[config.mk]
export PLATFORM = sky130hd
export DESIGN_NAME = muldiv_seq_flat
export DESIGN_NICKNAME = d
export VERILOG_FILES = /design/src/rtl/muldiv_pkg.sv /design/src/rtl/muldiv_if.sv /design/src/rtl/muldiv_step.sv /design/src/rtl/muldiv_seq.sv /design/src/flat_wrapper.sv
export SDC_FILE = /design/constraint.sdc
export NUM_CORES = 1
export LEC_CHECK = 0
export ABC_AREA = 1
export BUFFER_PORTS_ARGS = -buffer_cell sky130_fd_sc_hd__buf_2
export CAP_MARGIN = 30
export CELL_PAD_IN_SITES_DETAIL_PLACEMENT = 0
export CELL_PAD_IN_SITES_GLOBAL_PLACEMENT = 1
export CORE_ASPECT_RATIO = 1.25
export CORE_MARGIN = 2
export CORE_UTILIZATION = 47
export CTS_CLUSTER_DIAMETER = 200
export DETAILED_ROUTE_END_ITERATION = 6
export PLACE_DENSITY = 0.95
export SLEW_MARGIN = 20
export SYNTH_ARGS = -nofsm -noshare
export SYNTH_HDL_FRONTEND = slang
export SYNTH_HIERARCHICAL = 1
export SYNTH_SLANG_ARGS = --single-unit
export TNS_END_PERCENT = 5
[constraint.sdc]
create_clock -name i_clk -period 5.9 [get_ports i_clk]
set_clock_uncertainty 0.1 [all_clocks]
set_input_delay 1.77 -clock i_clk [delete_from_list [all_inputs] [get_ports i_clk]]
set_output_delay 1.77 -clock i_clk [all_outputs]
set_load 0.01 [all_outputs]
[src/rtl/muldiv_pkg.sv]
// Shared types and constants for the iterative multiply/divide sequencer.
// Define MULDIV_EARLY_OUT_EN to let zero-operand cases skip the iteration phase.
package muldiv_pkg;

  typedef enum logic [1:0] {
    MD_MUL  = 2'd0,
    MD_MULH = 2'd1,
    MD_DIV  = 2'd2,
    MD_REM  = 2'd3
  } muldiv_op_t;

  typedef enum logic [1:0] {
    IDLE,
    RUN,
    FIX,
    DONE
  } state_t;

  localparam logic [31:0] DIV_BY_ZERO_QUO = 32'hFFFF_FFFF;
  localparam logic [31:0] OVF_DIVIDEND    = 32'h8000_0000;
  localparam logic [31:0] OVF_DIVISOR     = 32'hFFFF_FFFF;
  localparam logic [31:0] OVF_QUO         = 32'h8000_0000;
  localparam logic [31:0] OVF_REM         = 32'h0000_0000;

  // Magnitude of a two's complement value; 0x80000000 maps to itself as unsigned 2^31.
  function automatic logic [31:0] abs32(input logic [31:0] v);
    return v[31] ? (~v + 32'd1) : v;
  endfunction

endpackage

[src/rtl/muldiv_if.sv]
// Request/result bundle between the execute stage (master) and the
// multiply/divide sequencer (slave).
interface muldiv_if;
  import muldiv_pkg::*;

  logic        i_req_valid;
  muldiv_op_t  i_req_op;
  logic [3:0]  i_req_rd;
  logic [31:0] i_req_a;
  logic [31:0] i_req_b;
  logic        i_flush;
  logic        o_stall;
  logic        o_done;
  logic [3:0]  o_res_rd;
  logic [31:0] o_res_val;
  logic [31:0] o_busy_cycles;

  modport master (
    output i_req_valid, i_req_op, i_req_rd, i_req_a, i_req_b, i_flush,
    input  o_stall, o_done, o_res_rd, o_res_val, o_busy_cycles
  );

  modport slave (
    input  i_req_valid, i_req_op, i_req_rd, i_req_a, i_req_b, i_flush,
    output o_stall, o_done, o_res_rd, o_res_val, o_busy_cycles
  );

endinterface

[src/rtl/muldiv_step.sv]
// One combinational radix-2 step: shift-add for multiply (acc:shreg shift right),
// restoring shift-subtract for divide (acc = remainder, shreg = dividend/quotient).
module muldiv_step
  import muldiv_pkg::*;
(
  input  logic        div_sel,
  input  logic [31:0] acc,
  input  logic [31:0] shreg,
  input  logic [31:0] operand,
  output logic [31:0] acc_step,
  output logic [31:0] shreg_step
);

  logic [32:0] sum;
  logic [32:0] trial;

  always_comb begin
    sum        = {1'b0, acc} + {1'b0, operand};
    // Remainder stays below the divisor, so bit 32 of the trial is a clean borrow flag.
    trial      = {acc, shreg[31]} - {1'b0, operand};
    acc_step   = '0;
    shreg_step = '0;
    if (div_sel) begin
      if (!trial[32]) begin
        acc_step   = trial[31:0];
        shreg_step = {shreg[30:0], 1'b1};
      end else begin
        acc_step   = {acc[30:0], shreg[31]};
        shreg_step = {shreg[30:0], 1'b0};
      end
    end else begin
      if (shreg[0]) begin
        acc_step   = sum[32:1];
        shreg_step = {sum[0], shreg[31:1]};
      end else begin
        acc_step   = {1'b0, acc[31:1]};
        shreg_step = {acc[0], shreg[31:1]};
      end
    end
  end

endmodule

[src/rtl/muldiv_seq.sv]
// Iterative MUL/MULH/DIV/REM sequencer that stalls execute until its result is ready.
// Optional MULDIV_EARLY_OUT_EN: zero-operand multiplies and divide-by-zero skip RUN.
module muldiv_seq
  import muldiv_pkg::*;
#(
  parameter int STEPS = 1
) (
  input  logic    i_clk,
  input  logic    i_reset_n,
  muldiv_if.slave bus
);

  localparam logic [5:0] RUN_LOAD = 6'(32 / STEPS);

  state_t      state_reg, state_next;
  logic [5:0]  count_reg, count_next;
  muldiv_op_t  op_reg, op_next;
  logic [3:0]  rd_reg, rd_next;
  logic [31:0] a_reg, a_next;
  logic [31:0] b_reg, b_next;
  logic        div_sel_reg, div_sel_next;
  logic [31:0] acc_reg, acc_next;
  logic [31:0] shreg_reg, shreg_next;
  logic [31:0] operand_reg, operand_next;
  logic [3:0]  res_rd_reg, res_rd_next;
  logic [31:0] res_val_reg, res_val_next;
  logic [31:0] busy_reg, busy_next;

  logic        stall;
  logic        req_div;
  logic        early_out;
  logic [31:0] acc_run, shreg_run;
  logic [63:0] prod_abs, prod_signed;
  logic [31:0] quo_signed, rem_signed, fix_val;
  logic        b_zero, ovf_case;

  // STEPS radix-2 stages chained back to back, one pass per RUN cycle.
  for (genvar gi = 0; gi < STEPS; gi++) begin : g_step
    logic [31:0] acc_in, shreg_in, acc_out, shreg_out;
    if (gi == 0) begin : g_first
      assign acc_in   = acc_reg;
      assign shreg_in = shreg_reg;
    end else begin : g_chain
      assign acc_in   = g_step[gi-1].acc_out;
      assign shreg_in = g_step[gi-1].shreg_out;
    end
    muldiv_step u_step (
      .div_sel    (div_sel_reg),
      .acc        (acc_in),
      .shreg      (shreg_in),
      .operand    (operand_reg),
      .acc_step   (acc_out),
      .shreg_step (shreg_out)
    );
  end

  assign acc_run   = g_step[STEPS-1].acc_out;
  assign shreg_run = g_step[STEPS-1].shreg_out;

  always_comb begin
    prod_abs    = {acc_reg, shreg_reg};
    prod_signed = (a_reg[31] ^ b_reg[31]) ? (~prod_abs + 64'd1) : prod_abs;
    quo_signed  = (a_reg[31] ^ b_reg[31]) ? (~shreg_reg + 32'd1) : shreg_reg;
    rem_signed  = a_reg[31] ? (~acc_reg + 32'd1) : acc_reg;
    b_zero      = (b_reg == '0);
    ovf_case    = (a_reg == OVF_DIVIDEND) && (b_reg == OVF_DIVISOR);
    fix_val     = '0;
    case (op_reg)
      MD_MUL:  fix_val = prod_signed[31:0];
      MD_MULH: fix_val = prod_signed[63:32];
      MD_DIV:  fix_val = b_zero ? DIV_BY_ZERO_QUO : (ovf_case ? OVF_QUO : quo_signed);
      MD_REM:  fix_val = b_zero ? a_reg : (ovf_case ? OVF_REM : rem_signed);
      default: fix_val = '0;
    endcase
  end

  always_comb begin
    req_div = (bus.i_req_op == MD_DIV) || (bus.i_req_op == MD_REM);
`ifdef MULDIV_EARLY_OUT_EN
    early_out = req_div ? (bus.i_req_b == '0)
                        : ((bus.i_req_a == '0) || (bus.i_req_b == '0));
`else
    early_out = 1'b0;
`endif
  end

  always_comb begin
    state_next   = state_reg;
    count_next   = count_reg;
    op_next      = op_reg;
    rd_next      = rd_reg;
    a_next       = a_reg;
    b_next       = b_reg;
    div_sel_next = div_sel_reg;
    acc_next     = acc_reg;
    shreg_next   = shreg_reg;
    operand_next = operand_reg;
    res_rd_next  = res_rd_reg;
    res_val_next = res_val_reg;
    stall        = 1'b0;

    case (state_reg)
      IDLE: begin
        if (bus.i_req_valid && !bus.i_flush) begin
          stall        = 1'b1;
          state_next   = early_out ? FIX : RUN;
          count_next   = RUN_LOAD;
          op_next      = bus.i_req_op;
          rd_next      = bus.i_req_rd;
          a_next       = bus.i_req_a;
          b_next       = bus.i_req_b;
          div_sel_next = req_div;
          acc_next     = '0;
          // Divide shifts the dividend out of shreg; multiply shifts the multiplier.
          shreg_next   = req_div ? abs32(bus.i_req_a) : abs32(bus.i_req_b);
          operand_next = req_div ? abs32(bus.i_req_b) : abs32(bus.i_req_a);
          if (early_out && !req_div) begin
            shreg_next = '0;
          end
        end
      end
      RUN: begin
        stall      = 1'b1;
        acc_next   = acc_run;
        shreg_next = shreg_run;
        count_next = count_reg - 6'd1;
        if (count_reg == 6'd1) begin
          state_next = FIX;
        end
      end
      FIX: begin
        stall        = 1'b1;
        res_val_next = fix_val;
        res_rd_next  = rd_reg;
        state_next   = DONE;
      end
      DONE: begin
        state_next = IDLE;
      end
      default: begin
        state_next = IDLE;
      end
    endcase

    if (bus.i_flush) begin
      state_next   = IDLE;
      res_val_next = res_val_reg;
      res_rd_next  = res_rd_reg;
    end
  end

  assign busy_next = busy_reg + {31'd0, stall};

  always_ff @(posedge i_clk or negedge i_reset_n) begin
    if (!i_reset_n) begin
      state_reg   <= IDLE;
      count_reg   <= '0;
      op_reg      <= MD_MUL;
      rd_reg      <= '0;
      a_reg       <= '0;
      b_reg       <= '0;
      div_sel_reg <= 1'b0;
      acc_reg     <= '0;
      shreg_reg   <= '0;
      operand_reg <= '0;
      res_rd_reg  <= '0;
      res_val_reg <= '0;
      busy_reg    <= '0;
    end else begin
      state_reg   <= state_next;
      count_reg   <= count_next;
      op_reg      <= op_next;
      rd_reg      <= rd_next;
      a_reg       <= a_next;
      b_reg       <= b_next;
      div_sel_reg <= div_sel_next;
      acc_reg     <= acc_next;
      shreg_reg   <= shreg_next;
      operand_reg <= operand_next;
      res_rd_reg  <= res_rd_next;
      res_val_reg <= res_val_next;
      busy_reg    <= busy_next;
    end
  end

  // Reset forces the stall low at once even if execute is still presenting a request.
  assign bus.o_stall       = stall && i_reset_n;
  assign bus.o_done        = (state_reg == DONE) && !bus.i_flush;
  assign bus.o_res_rd      = res_rd_reg;
  assign bus.o_res_val     = res_val_reg;
  assign bus.o_busy_cycles = busy_reg;

endmodule

[src/flat_wrapper.sv]
// flat-port wrapper written by rule: the top's interface ports become plain ports
module muldiv_seq_flat import muldiv_pkg::*;
#(
  parameter int STEPS = 1
)
  (i_clk, i_reset_n, bus_i_req_valid, bus_i_req_op, bus_i_req_rd, bus_i_req_a, bus_i_req_b, bus_i_flush, bus_o_stall, bus_o_done, bus_o_res_rd, bus_o_res_val, bus_o_busy_cycles);
  muldiv_if bus_i ();
  input  logic i_clk;
  input  logic i_reset_n;
  input wire logic [$bits(bus_i.i_req_valid)-1:0] bus_i_req_valid;
  input wire logic [$bits(bus_i.i_req_op)-1:0] bus_i_req_op;
  input wire logic [$bits(bus_i.i_req_rd)-1:0] bus_i_req_rd;
  input wire logic [$bits(bus_i.i_req_a)-1:0] bus_i_req_a;
  input wire logic [$bits(bus_i.i_req_b)-1:0] bus_i_req_b;
  input wire logic [$bits(bus_i.i_flush)-1:0] bus_i_flush;
  output wire logic [$bits(bus_i.o_stall)-1:0] bus_o_stall;
  output wire logic [$bits(bus_i.o_done)-1:0] bus_o_done;
  output wire logic [$bits(bus_i.o_res_rd)-1:0] bus_o_res_rd;
  output wire logic [$bits(bus_i.o_res_val)-1:0] bus_o_res_val;
  output wire logic [$bits(bus_i.o_busy_cycles)-1:0] bus_o_busy_cycles;
  assign bus_i.i_req_valid = bus_i_req_valid;
  assign bus_i.i_req_op = bus_i_req_op;
  assign bus_i.i_req_rd = bus_i_req_rd;
  assign bus_i.i_req_a = bus_i_req_a;
  assign bus_i.i_req_b = bus_i_req_b;
  assign bus_i.i_flush = bus_i_flush;
  assign bus_o_stall = bus_i.o_stall;
  assign bus_o_done = bus_i.o_done;
  assign bus_o_res_rd = bus_i.o_res_rd;
  assign bus_o_res_val = bus_i.o_res_val;
  assign bus_o_busy_cycles = bus_i.o_busy_cycles;
  muldiv_seq #(.STEPS(STEPS)) u_core (.i_clk(i_clk), .i_reset_n(i_reset_n), .bus(bus_i));
endmodule
## After elaboration in Yosys (flattened, before gate mapping)

Index checks and enable logic that the tools add are counted.
Widths: inputs -> output; s select.

| storage, ports and cells | value |
|---|---|
| register bits after elaboration | 243 |
| input port bits | 74 |
| output and inout port bits | 70 |
| word-level logic and storage cells | 88 |

| cells by class | value |
|---|---|
| $add $sub $neg | 9 |
| eq/ne operators | 14 |
| muxes and demuxes | 30 |
| bitwise gates (word level) | 7 |
| reduce and logical (&&, ||, !) cells | 15 |

Operators with widths:

| operator | number |
|---|---|
| $mux 32 | 17 |
| $add 32x1->32 const B | 4 |
| $not 32->32 | 4 |
| $pmux 32 s2 | 2 |
| $pmux 32 s4 | 1 |
| $add 64x1->64 const B | 1 |
| $eq 32x32->1 const B | 2 |
| $mux 64 | 1 |
| $not 64->64 | 1 |
| $add 32x32->33 | 1 |
| $sub 33x32->33 | 1 |
| $add 32x1->32 | 1 |
| $logic_not 32->1 | 1 |
| $eq 2x2->1 const B | 6 |
| $pmux 6 s2 | 1 |
| $pmux 2 s4 | 1 |
| $reduce_and 2->1 | 4 |
| $eq 6x1->1 const B | 1 |
| $mux 2 | 3 |
| $mux 6 | 1 |
| $ne 3x2->1 const B | 2 |
| $sub 6x1->6 const B | 1 |
| $eq 2x1->1 const B | 2 |
| $logic_and 1x1->1 | 4 |
| other kinds (10) | 12 |

## Depth between registers and ports, before layout

Gate-level depths: netlist (run 1).

| logic depth | value |
|---|---|
| depth after elaboration | 6 |
| gate-level depth with buffers | 21 |
| depth with buffers taken out | 20 |

## Cells and area by module

The synthesis (run 1) kept the hierarchy.

By module, submodules not included:

| module | cells an instance | area each (um2) | times used | seq. area each (um2) |
|---|---|---|---|---|
| muldiv_seq | 2642 | 17060.1 | 1 | 6080.8 |
| muldiv_step | 1281 | 6034.5 | 1 | 0.0 |

## Worst setup path before layout (run 1)

Ideal clock, no wire load.

| timing | value |
|---|---|
| path kind | input to output |
| start | input bus_i_flush |
| end | output bus_o_stall |
| arrival time | 2693 ps |
| cell stages on the path | 7 |
| data required time | 4030 ps |
| path buffers | 1 |
| setup slack | 1337 ps |
| cells stage by stage | inv_2 > nand2_1 > nor2_2 > inv_2 > clkbuf_1 > a21oi_1 > and2_1 |

| between the ends | value |
|---|---|
| longest elaborated chain between the ends | 5 |

Ends and longest elaborated chain:

| item | RTL line | text |
|---|---|---|
| start, declared | flat_wrapper.sv:15 | `input wire logic [$bits(bus_i.i_flush)-1:0] bus_i_flush;` |
| $logic_not 1->1 | muldiv_seq.sv:104 | `if (bus.i_req_valid && !bus.i_flush) begin` |
| $logic_and 1x1->1 | muldiv_seq.sv:104 |  |
| $mux 1 | muldiv_seq.sv:104 |  |
| $pmux 1 s2 | muldiv_seq.sv:102 | `case (state_reg)` |
| $logic_and 1x1->1 | muldiv_seq.sv:187 | `assign bus.o_stall = stall && i_reset_n;` |
| end, declared | flat_wrapper.sv:16 | `output wire logic [$bits(bus_i.o_stall)-1:0] bus_o_stall;` |

No other way between the ends.

## Worst setup path after layout (run 1)

Ends and elaborated chain as after synthesis.

==> impl_results.md, run 1 <==
- DR WL/cell: 21.7 µm
- Sequential share of the synthesized area: 26.3%
- CP Class: input pin to output pin
- H-tree depth: 1
- Largest net degree at the start of global routing: 121
- Top post-synthesis cells by area: dfrtp_1 (26%), nand2_1 (23%), inv_1 (8.1%)
- Hold buffer count at CTS: 0
- Synth Net Count: 4077
- Synth Warn #: 6
- Initial core utilization: 47.7%
- WP data required: 4.03 ns
- DR vias/cell: 5.66
- Total track usage: 39.3%
- Synthesized cell area: 23100 µm²
- EDFF count, synth: 0
- Area of the core: 48400 µm²
- Hold crit path type: flop to flop
- Drt total wl: 101 mm
- CTS max path bufs: 3
- Yosys cell types: 57
- Ant. Diodes: 0
- CP Launch Type: input pin
- CTS sink cnt: 243
- Layout Cell Area excl Fill: 25300 µm²
- Peak supply drop: 0.304 mV
- CTS tree: built
- Placed inst area: 24300 µm²
- Synth area leader: dfrtp_1
- PostCTS Resize Cnt: 0
- # DRC: 0
- Worst R2R Start: u_core/a_reg[31]
- Die span in y: 252 µm
- Max Fanout on Critical Path: 4
- Row Count: 90
- Leak: 13.6 nW
- Count of final max-slew check failures: 0
- Placed insts: 4611
- Clk root buf: clkbuf_16
- Setup TNS: 0 ns
- R2r setup slk: 2.05 ns
- Relative slew slack: 30.7%
- Synthesized instance count: 3923
- Max frequency: 219 MHz
- DR iter-0 viols: 2387
- DR vias: 26400
- Outcome: complete, no violations
- Ratio of cells with drive above 1 in the final layout: 6.94%
- Initial antenna violation count: 2
- Final Cycle Share: 77.5%
- I/O pin cnt: 144
- Chip width: 202 µm
- Yosys top cell area share: 26.3%
- Crit path DAT: 2.70 ns
- Die area: 50900 µm²
- Primary FF master, synth: dfrtp_1
- TritonRoute pass-1 iters: 6
- Post-DP HPWL: 82.1 mm
- Period minus WS final: 4.57 ns
- Post-Layout Cell Count: 4662
- Crit. End Element: output pin
- Global-route wire length before repair: 151 mm
- RR Endpoint: u_core/bus.o_res_val[18]
- Worst-margin pin slew: 1.04 ns
- Area grow syn2layout: 9.42%
- Reg2Reg Depth: 16
- Skew-Pair Late Insertion Delay: 0.56 ns
- CTS Buf Count: 27
- Power per cell area: 618 nW/µm²
- Hold Crit Start: u_core/bus.o_busy_cycles[31]
- RSZ-0062 raised after global routing: no
- CP Capture Point: bus_o_stall
- Clock Pin Slew Worst Setup and Hold Paths: 0.06 ns
- Port Buf Inserts: 143
- Worst Setup SP: bus_i_flush
- Synth async-reset ratio: 100%
- Antenna-violating nets left: 0
- Post-synthesis area per instance: 5.89 µm²
- Synthesis-stage register bit count: 243
- Hold Fails Final Rpt: 0
- Grt total ovfl: 0
- Routability cong.: 1.07
- Max-Cap Viols: 0
- Setup bufs post-CTS: 0
- Number of global-route vias before repair: 25000
- Final Setup Violations: 0
- Layout Nets: 4152
-- worst max-delay path, cell delays in order --
cell	delay, ns
buf_2	0.12
inv_2	0.06
nand2_1	0.09
nor2_4	0.11
clkinv_2	0.06
a21oi_1	0.21
and2_1	0.16
buf_2	0.12
-- layout by cell type, fill, tap and decap left out, types with 28 or more instances in the layout --
| cell | instances |
|---|---|
| nand2_1 | 1436 |
| inv_1 | 497 |
| nor2_1 | 396 |
| nand3_1 | 348 |
| o21ai_0 | 250 |
| dfrtp_1 | 242 |
| a21oi_1 | 144 |
| buf_2 | 142 |
| xor2_1 | 103 |
| ha_1 | 78 |
| nand4_1 | 55 |
| o211ai_1 | 34 |
| nor3_1 | 29 |
| clkbuf_16 | 28 |
-- cells in the mapped netlist, drive strengths merged (44+ instances only) --
library cell and n:
nand4 55, xor2 103, nand2 1450, a21oi 146
clkbuf 80, dfrtp 243, inv 509, o21ai 258
buf 44, nand3 351, ha 78, nor2 414
-- through the flow --
| step | hold slack, ns | setup WS, ns | utilization, % | power [mW] |
|---|---|---|---|---|
| final | 0.368 | 1.33 | 52.2 | 15.6 |
| after global routing | 0.377 | 1.17 | 52.2 | 16.8 |
| after CTS | 0.366 | 1.31 | 52.1 | 15.3 |
| after detailed placement | 0.357 | 1.32 | 50.2 | 13.5 |
| after global placement | 0.355 | 1.38 | 50.2 | 13.5 |
| after floorplan | 0.342 | 1.34 | - | 10.0 |
-- worst min-delay path by stage --
stage                     cells past startpoint                           end  slack (ns)
after CTS                                     1  u_core/bus.o_busy_cycles[31]        0.37
after global routing                          1  u_core/bus.o_busy_cycles[31]        0.38
final                                         1  u_core/bus.o_busy_cycles[31]        0.37
after detailed placement                      1  u_core/bus.o_busy_cycles[31]        0.36
after global placement                        1  u_core/bus.o_busy_cycles[31]        0.35
after floorplan                               2        u_core/bus.o_res_rd[0]        0.34
-- per-layer routing --
| metal | track usage [%] | vias up | part of all wire [%] |
|---|---|---|---|
| met5 | 0 | - | 0.023 |
| met4 | 27.5 | 4 | 8.4 |
| met3 | 5.57 | 370 | 7.3 |
| met2 | 66.8 | 1236 | 47 |
| met1 | 45.7 | 12200 | 37 |
| li1 | - | 12600 | - |
-- area by class of cell --
type / count / area, µm²
clock buffer: 38 / 797
clock inverter: 11 / 123
fill: 5372 / 23200
inverter: 513 / 1930
multi-input combinational: 3043 / 14600
sequential: 243 / 6080
tap: 644 / 806
timing repair buffer: 170 / 978
-- kinds of logic after synthesis --
group                      share of synthesized area, %
and+or+nand+nor                                    41.9
adders and majority gates                          4.40
buffers and inverters                              10.7
DFF                                                26.3
AOI/OAI and AO/OA                                  11.8
xor gates and xnor gates                           4.82
-- where the power goes --
| part | leakage (nW) | switching [mW] | internal (mW) |
|---|---|---|---|
| Sequential | 3.03 | 1.14 | 2.36 |
| Clock | 0.443 | 0.725 | 1.03 |
| Combinational | 10.1 | 7.25 | 3.11 |
| Total | 13.6 | 9.12 | 6.50 |
Power figures use the tool's default switching activity.
==> inputs of run 2 (changes only) <==
CORE_UTILIZATION = 39   (was 47)
PLACE_DENSITY = 0.89   (was 0.95)
clock period = 4.1 ns   (was 5.9 ns; I/O delays follow)
==> run 2 against run 1 <==
  * Hold slack lost 0.015 ns
  * Sequential power rose by 39%
  * Cell count increased by 2.9%
  * First-iteration DRC count increased by 20%
  * Clock power increased by 51%
  * Total power is 44% higher
  * Combinational power grew 44%
  * Critical endpoint unchanged
==> impl_results.md, run 2 (same netlist as run 1, synthesis figures left out) <==
- H-tree depth: 1 (unchanged)
- Leak: 13.7 nW (+0.94%)
- Worst-margin pin slew: 0.909 ns (-0.127 ns)
- PostCTS Resize Cnt: 0 (unchanged)
- Ant. Diodes: 0 (unchanged)
- # DRC: 0 (unchanged)
- CP bufs+invs: 4 (unchanged)
- Max incr delay on CP: 0.19 ns (-0.02 ns)
- Total track usage: 31.5% (-7.8 points)
- Internal power: 9.54 mW (+47%)
- Die area: 61200 µm² (+20%)
- Post-Layout Cell Count: 4797 (+2.9%)
- Count of final max-slew check failures: 0 (unchanged)
- Clock Pin Slew Worst Setup and Hold Paths: 0.07 ns (about the same)
- Max frequency: 286 MHz
- Clk root buf: clkbuf_16
- Area of the core: 58500 µm² (+21%)
- Critical-path cell with the highest stage delay: a21oi_1
- DR vias/cell: 5.43 (-4.1%)
- Switch Pwr: 13.0 mW (+42%)
- Hold Fails Final Rpt: 0 (unchanged)
- Setup TNS: 0 ns (unchanged)
- Initial antenna violation count: 0 (-2)
- Outcome: complete, no violations
- Comb pwr share: 66.5% (+0.2 points)
- Drt total wl: 98.9 mm (-2.4%)
- CTS sink cnt: 243 (unchanged)
- Relative slew slack: 38.7% (+8.1 points)
- Top Family by Delay on Critical Path: buffers and inverters
- Setup bufs post-CTS: 0 (unchanged)
- CP Class: input pin to output pin
- Area grow syn2layout: 10.8%
- Port Buf Inserts: 143 (unchanged)
- CP Cell Sequence: buf_2 > inv_2 > nand2_1 > nor2_4 > clkinv_2 > a21oi_1 > and2_1 > buf_2
- Skew-Pair Late Insertion Delay: 0.59 ns (+0.03 ns)
- TritonRoute pass-1 iters: 6 (unchanged)
- Final Setup Violations: 0 (unchanged)
- Flop pwr share: 21.7% (-0.8 points)
- Layout Nets: 4175 (+0.55%)
- Routability cong.: 1.07 (+0.66%)
- Hold crit path type: input pin to async pin
- Peak supply drop: 0.422 mV (+39%)
- WP data required: 2.77 ns (-1.26 ns)
- Ratio of cells with drive above 1 in the final layout: 7.43% (+0.48 points)
- Sw frac: 57.7% (-0.74 points)
- Power per cell area: 881 nW/µm² (+42%)
- CP most frequent cell: buf_2
- Leading cell type in the layout, fill and taps excluded: nand2_1
- Die span in y: 276 µm (+9.6%)
- Number of global-route vias before repair: 24600 (-1.9%)
- I/O pin cnt: 144 (unchanged)
- Crit. End Element: output pin
- Antenna-violating nets left: 0 (unchanged)
- Placed insts: 4748 (+3.0%)
- Initial core utilization: 39.5% (-8.2 points)
- Commonest non-fill, non-tap cells in the layout: nand2_1 (1436), inv_1 (497), nor2_1 (396), nand3_1 (348), o21ai_0 (250)
- CP Launch Type: input pin
- Row Count: 99 (+10%)
- DR vias: 26100 (-1.3%)
- CTS Buf Count: 27 (unchanged)
- Hold buffer count at CTS: 0 (unchanged)
- Max Fanout on Critical Path: 4 (unchanged)
- CTS max path bufs: 3 (unchanged)
- DR WL/cell: 20.6 µm (-5.1%)
- Global-route wire length before repair: 148 mm (-1.8%)
- Crit path DAT: 2.17 ns (-0.53 ns)
- RSZ-0062 raised after global routing: no
- Chip width: 222 µm (+9.6%)
- Grt total ovfl: 0 (unchanged)
- DR iter-0 viols: 2873 (+20%)
- Period minus WS final: 3.50 ns
- CTS tree: built
- Final Cycle Share: 85.4%
- Post-DP HPWL: 80.5 mm (-1.9%)
- Max-Cap Viols: 0 (unchanged)
- R2r setup slk: 0.74 ns (-1.31 ns)
- Largest net degree at the start of global routing: 139 (+15%)
- Clock share of power: 11.8% (+0.6 points)
## run 2: final cells by class
class	instances	area, µm²
Inverter	513	1930
Multi-Input combinational cell	3043	14600
Clock buffer	33	718
Sequential cell	243	6080
Fill cell	6485	32900
Tap cell	757	947
Clock inverter	15	226
Timing Repair Buffer	193	1120
## run 2: worst register-to-register path: cells and delay by family, from the launching register on
family          cells  cell delay (ns)
flops               1             0.43
fa+ha+maj           3             0.80
buf+inv             5             0.42
simple gates       10             1.17
xor+xnor            1             0.14
compound gates      1             0.19
## run 2: per-layer routing
layer	GRT usage, %	share of wire (%)	vias up
met3	4.39	6.8	311
met2	53.2	47	1101
met4	21.8	8.2	0
met5	0	0	-
li1	-	-	12600
met1	37.0	38	12000
## run 2: through the flow
stage	util, %	setup WS (ns)	power [mW]	hold WS (ns)	instance area [µm²]
after CTS	43.7	0.566	22.2	0.320	25600
after detailed placement	42.1	0.142	19.4	0.361	24600
after floorplan	-	0.373	14.4	0.342	23100
after global routing	43.8	0.464	24.3	0.349	25600
after global placement	42.1	0.232	19.3	0.349	24600
final	43.8	0.601	22.5	0.353	25600
## run 2: worst paths after layout
path	to	start	cells after the start
hold reg to reg	u_core/bus.o_busy_cycles[31]	u_core/bus.o_busy_cycles[31]	1
hold / removal	u_core/bus.o_res_val[23]	i_reset_n	1
max in group asynchronous	u_core/div_sel_reg	i_reset_n	3
min in group i_clk	u_core/bus.o_busy_cycles[31]	u_core/bus.o_busy_cycles[31]	1
setup reg to reg	u_core/bus.o_busy_cycles[28]	u_core/state_reg[1]	20
setup / recovery	bus_o_stall	bus_i_flush	8
## run 2: power groups by stage
stage / Sequential, mW / Combinational (mW) / Clock, mW
after detailed placement: 4.86 / 14.6 / 0
after global routing: 4.97 / 16.6 / 2.78
after CTS: 4.83 / 14.6 / 2.70
after global placement: 4.83 / 14.5 / 0
final: 4.89 / 15.0 / 2.65
after floorplan: 4.30 / 10.1 / 0
==> inputs of run 3 (changes only) <==
CAP_MARGIN = 0   (was 30)
CORE_UTILIZATION = 40   (was 39)
CTS_BUF_LIST = sky130_fd_sc_hd__clkbuf_8   (was not set)
GPL_TIMING_DRIVEN = 0   (was not set)
PLACE_DENSITY = 0.9   (was 0.89)
==> run 3 against run 2 <==
  * Combinational power about the same
  * Count of clock-buffer cells in the layout up 21
  * Total power up 2.5%
  * Setup slack worse by 0.46 ns
  * Die area down 2.5%
  * Hold slack better by 0.016 ns
  * Critical path depth unchanged
  * Non-clock buffer count up 73
  * Clock power about the same
  * Largest cell class unchanged
  * Largest power group unchanged
==> impl_results.md, run 3 (same netlist as run 1, synthesis figures left out) <==
- Max frequency: 253 MHz (-12%)
- CP Cell Sequence: inv_1 > ha_1 > inv_1 > nor2_2 > inv_4 > a21oi_1 > and2_1 > buf_2
- Hold Path Depth: 2
- Leak: 13.8 nW (+0.64%)
- Reg2Reg Depth: 20 (unchanged)
- CTS sink cnt: 243 (unchanged)
- Leading cell type in the layout, fill and taps excluded: nand2_1
- CP Class: flop to output pin
- Period minus WS final: 3.95 ns (+0.455 ns)
- Layout Nets: 4265 (+2.2%)
- Clock share of power: 11.4% (-0.4 points)
- Global-route wire length before repair: 158 mm (+6.6%)
- Setup WS post-layout: 0.145 ns (-0.455 ns)
- CTS tree: built
- Uppermost layer routed: met5
- # DRC: 0 (unchanged)
- Placed inst area: 24800 µm² (+0.75%)
- Crit. End Element: output pin
- Switch Pwr: 13.5 mW (+4.1%)
- DR vias/cell: 5.44 (+0.15%)
- Antenna-violating nets left: 0 (unchanged)
- Peak supply drop: 0.413 mV (-2.3%)
- Met1 wire length: 42.9 mm (+13%)
- Max Fanout on Critical Path: 19 (+15)
- Outcome: complete, no violations
- RR Endpoint: u_core/bus.o_busy_cycles[28]
- Row Count: 98 (-1.0%)
- Drt total wl: 107 mm (+8.7%)
- Final Setup Violations: 0 (unchanged)
- Worst-margin pin slew: 0.954 ns (+0.0450 ns)
- H-tree depth: 2 (+1)
- Ratio of cells with drive above 1 in the final layout: 7.29% (-0.13 points)
- Initial antenna violation count: 3 (+3)
- Worst R2R Start: u_core/state_reg[0]
- Setup bufs post-CTS: 0 (unchanged)
- Clock Pin Slew Worst Setup and Hold Paths: 0.06 ns (about the same)
- Comb pwr share: 66.4% (about the same)
- RSZ-0062 raised after global routing: no
- Pwr Total: 23.1 mW (+2.5%)
- Grt total ovfl: 0 (unchanged)
- Met2 wire length: 48.1 mm (+4.4%)
- Area grow syn2layout: 11.7%
- R2r setup slk: 0.29 ns (-0.45 ns)
- Hold Crit Start: u_core/rd_reg[0]
- DR WL/cell: 22.0 µm (+6.5%)
- CP bufs+invs: 4 (unchanged)
- Area of the core: 57100 µm² (-2.3%)
- I/O pin cnt: 144 (unchanged)
- CTS max path bufs: 3 (unchanged)
- Power per cell area: 895 nW/µm² (+1.6%)
- Crit path DAT: 2.62 ns (+0.45 ns)
- Max incr delay on CP: 0.42 ns (+0.23 ns)
- Post-place setup slack: -0.778 ns (-0.920 ns)
- Relative slew slack: 36.4% (-2.4 points)
- Commonest non-fill, non-tap cells in the layout: nand2_1 (1436), inv_1 (506), nor2_1 (397), nand3_1 (348), o21ai_0 (250)
- Largest net degree at the start of global routing: 97 (-30%)
- Sw frac: 58.6% (+0.90 points)
- Die area: 59700 µm² (-2.5%)
- DR vias: 26600 (+2.2%)
- Top Family by Delay on Critical Path: buffers and inverters
- Die span in y: 273 µm (-1.2%)
- Post-DP HPWL: 89.3 mm (+11%)
- Critical-path cell with the highest stage delay: dfrtp_1
- Port Buf Inserts: 141 (-1.4%)
- Hold crit path type: flop to flop
- Hold Fails Final Rpt: 0 (unchanged)
- Initial core utilization: 40.4% (+0.92 points)
- CTS Buf Count: 44 (+63%)
- Routability cong.: 1.06 (-1.5%)
- Hold Path End: u_core/rd_reg[0]
- CP Launch Type: flop
- Number of global-route vias before repair: 25000 (+1.9%)
- Total track usage: 35.7% (+4.2 points)
- Count of final max-slew check failures: 0 (unchanged)
- Final Cycle Share: 96.5% (+11 points)
- Internal power: 9.57 mW (+0.30%)
- CP most frequent cell: inv_1
- Skew-Pair Late Insertion Delay: 0.63 ns (+0.04 ns)
- Max-Cap Viols: 0 (unchanged)
- Layout Cell Area excl Fill: 25800 µm² (+0.87%)
- DR iter-0 viols: 2631 (-8.4%)
- Routed wl met3: 7.76 mm (+16%)
- Flop pwr share: 22.2% (+0.5 points)
- TritonRoute pass-1 iters: 6 (unchanged)
- WP data required: 2.77 ns (about the same)
- Setup TNS: 0 ns (unchanged)
- Clk root buf: clkbuf_8
- Chip width: 219 µm (-1.2%)
## run 3: how the worst max path moves through the flow
| stage | end | cells after the start | from | slack (ns) |
|---|---|---|---|---|
| 4_1_cts | bus_o_stall | 8 | u_core/state_reg[0] | 0.007 |
| 2_1_floorplan | u_core/bus.o_busy_cycles[28] | 20 | bus_i_flush | 0.37 |
| 6_report | bus_o_stall | 8 | u_core/state_reg[0] | 0.15 |
| 5_1_grt | u_core/bus.o_busy_cycles[28] | 20 | u_core/state_reg[0] | 0.02 |
| 3_5_place_dp | u_core/bus.o_busy_cycles[28] | 21 | bus_i_flush | -0.78 |
| 3_3_place_gp | bus_o_stall | 3 | i_reset_n | -3.15 |
## run 3: cell type report
class / count / area, µm²
plain buffers: 123 / 546
diodes: 3 / 7.51
flip-flops and latches: 243 / 6080
well taps: 750 / 938
clock inverters: 22 / 249
inverters: 513 / 1930
repair buffers: 143 / 771
multi-input cells: 3043 / 14500
clock buffers: 54 / 743
fillers: 6445 / 31300
## run 3: per-layer routing
| layer | up-vias | global-route usage, % |
|---|---|---|
| li1 | 12900 | - |
| met1 | 12300 | 44.6 |
| met2 | 1163 | 56.7 |
| met3 | 302 | 5.58 |
| met4 | 2 | 24.4 |
| met5 | - | 0 |
## run 3: per-stage QoR
step	cells	hold WS, ns	util [%]
2_1_floorplan	3923	0.342	-
3_3_place_gp	4814	0.356	43.3
3_5_place_dp	4816	0.360	43.4
4_1_cts	4891	0.373	45.1
5_1_grt	4892	0.381	45.1
6_report	4894	0.369	45.2
## run 3: tightest hold or removal path, delay by kind of cell, from the launching register on
family / cells / cell delay [ns]
and+or+nand+nor: 2 / 0.10
DFF: 1 / 0.34
## run 3: timing repair
action | in CTS | in global routing
hold buffers | 0 | 0
endpoints found under the setup margin | 8 | 3
endpoints found under the hold margin | 0 | 0
gates resized for setup | 0 | 2
## run 3: power groups by stage
stage          logic [mW]  registers (mW)  clock network, mW
6_report             15.3            5.14               2.63
3_3_place_gp         14.9            5.08                  0
3_5_place_dp         14.9            5.09                  0
4_1_cts              15.0            5.05               2.66
2_1_floorplan        10.1            4.30                  0
5_1_grt              16.9            5.19               2.77
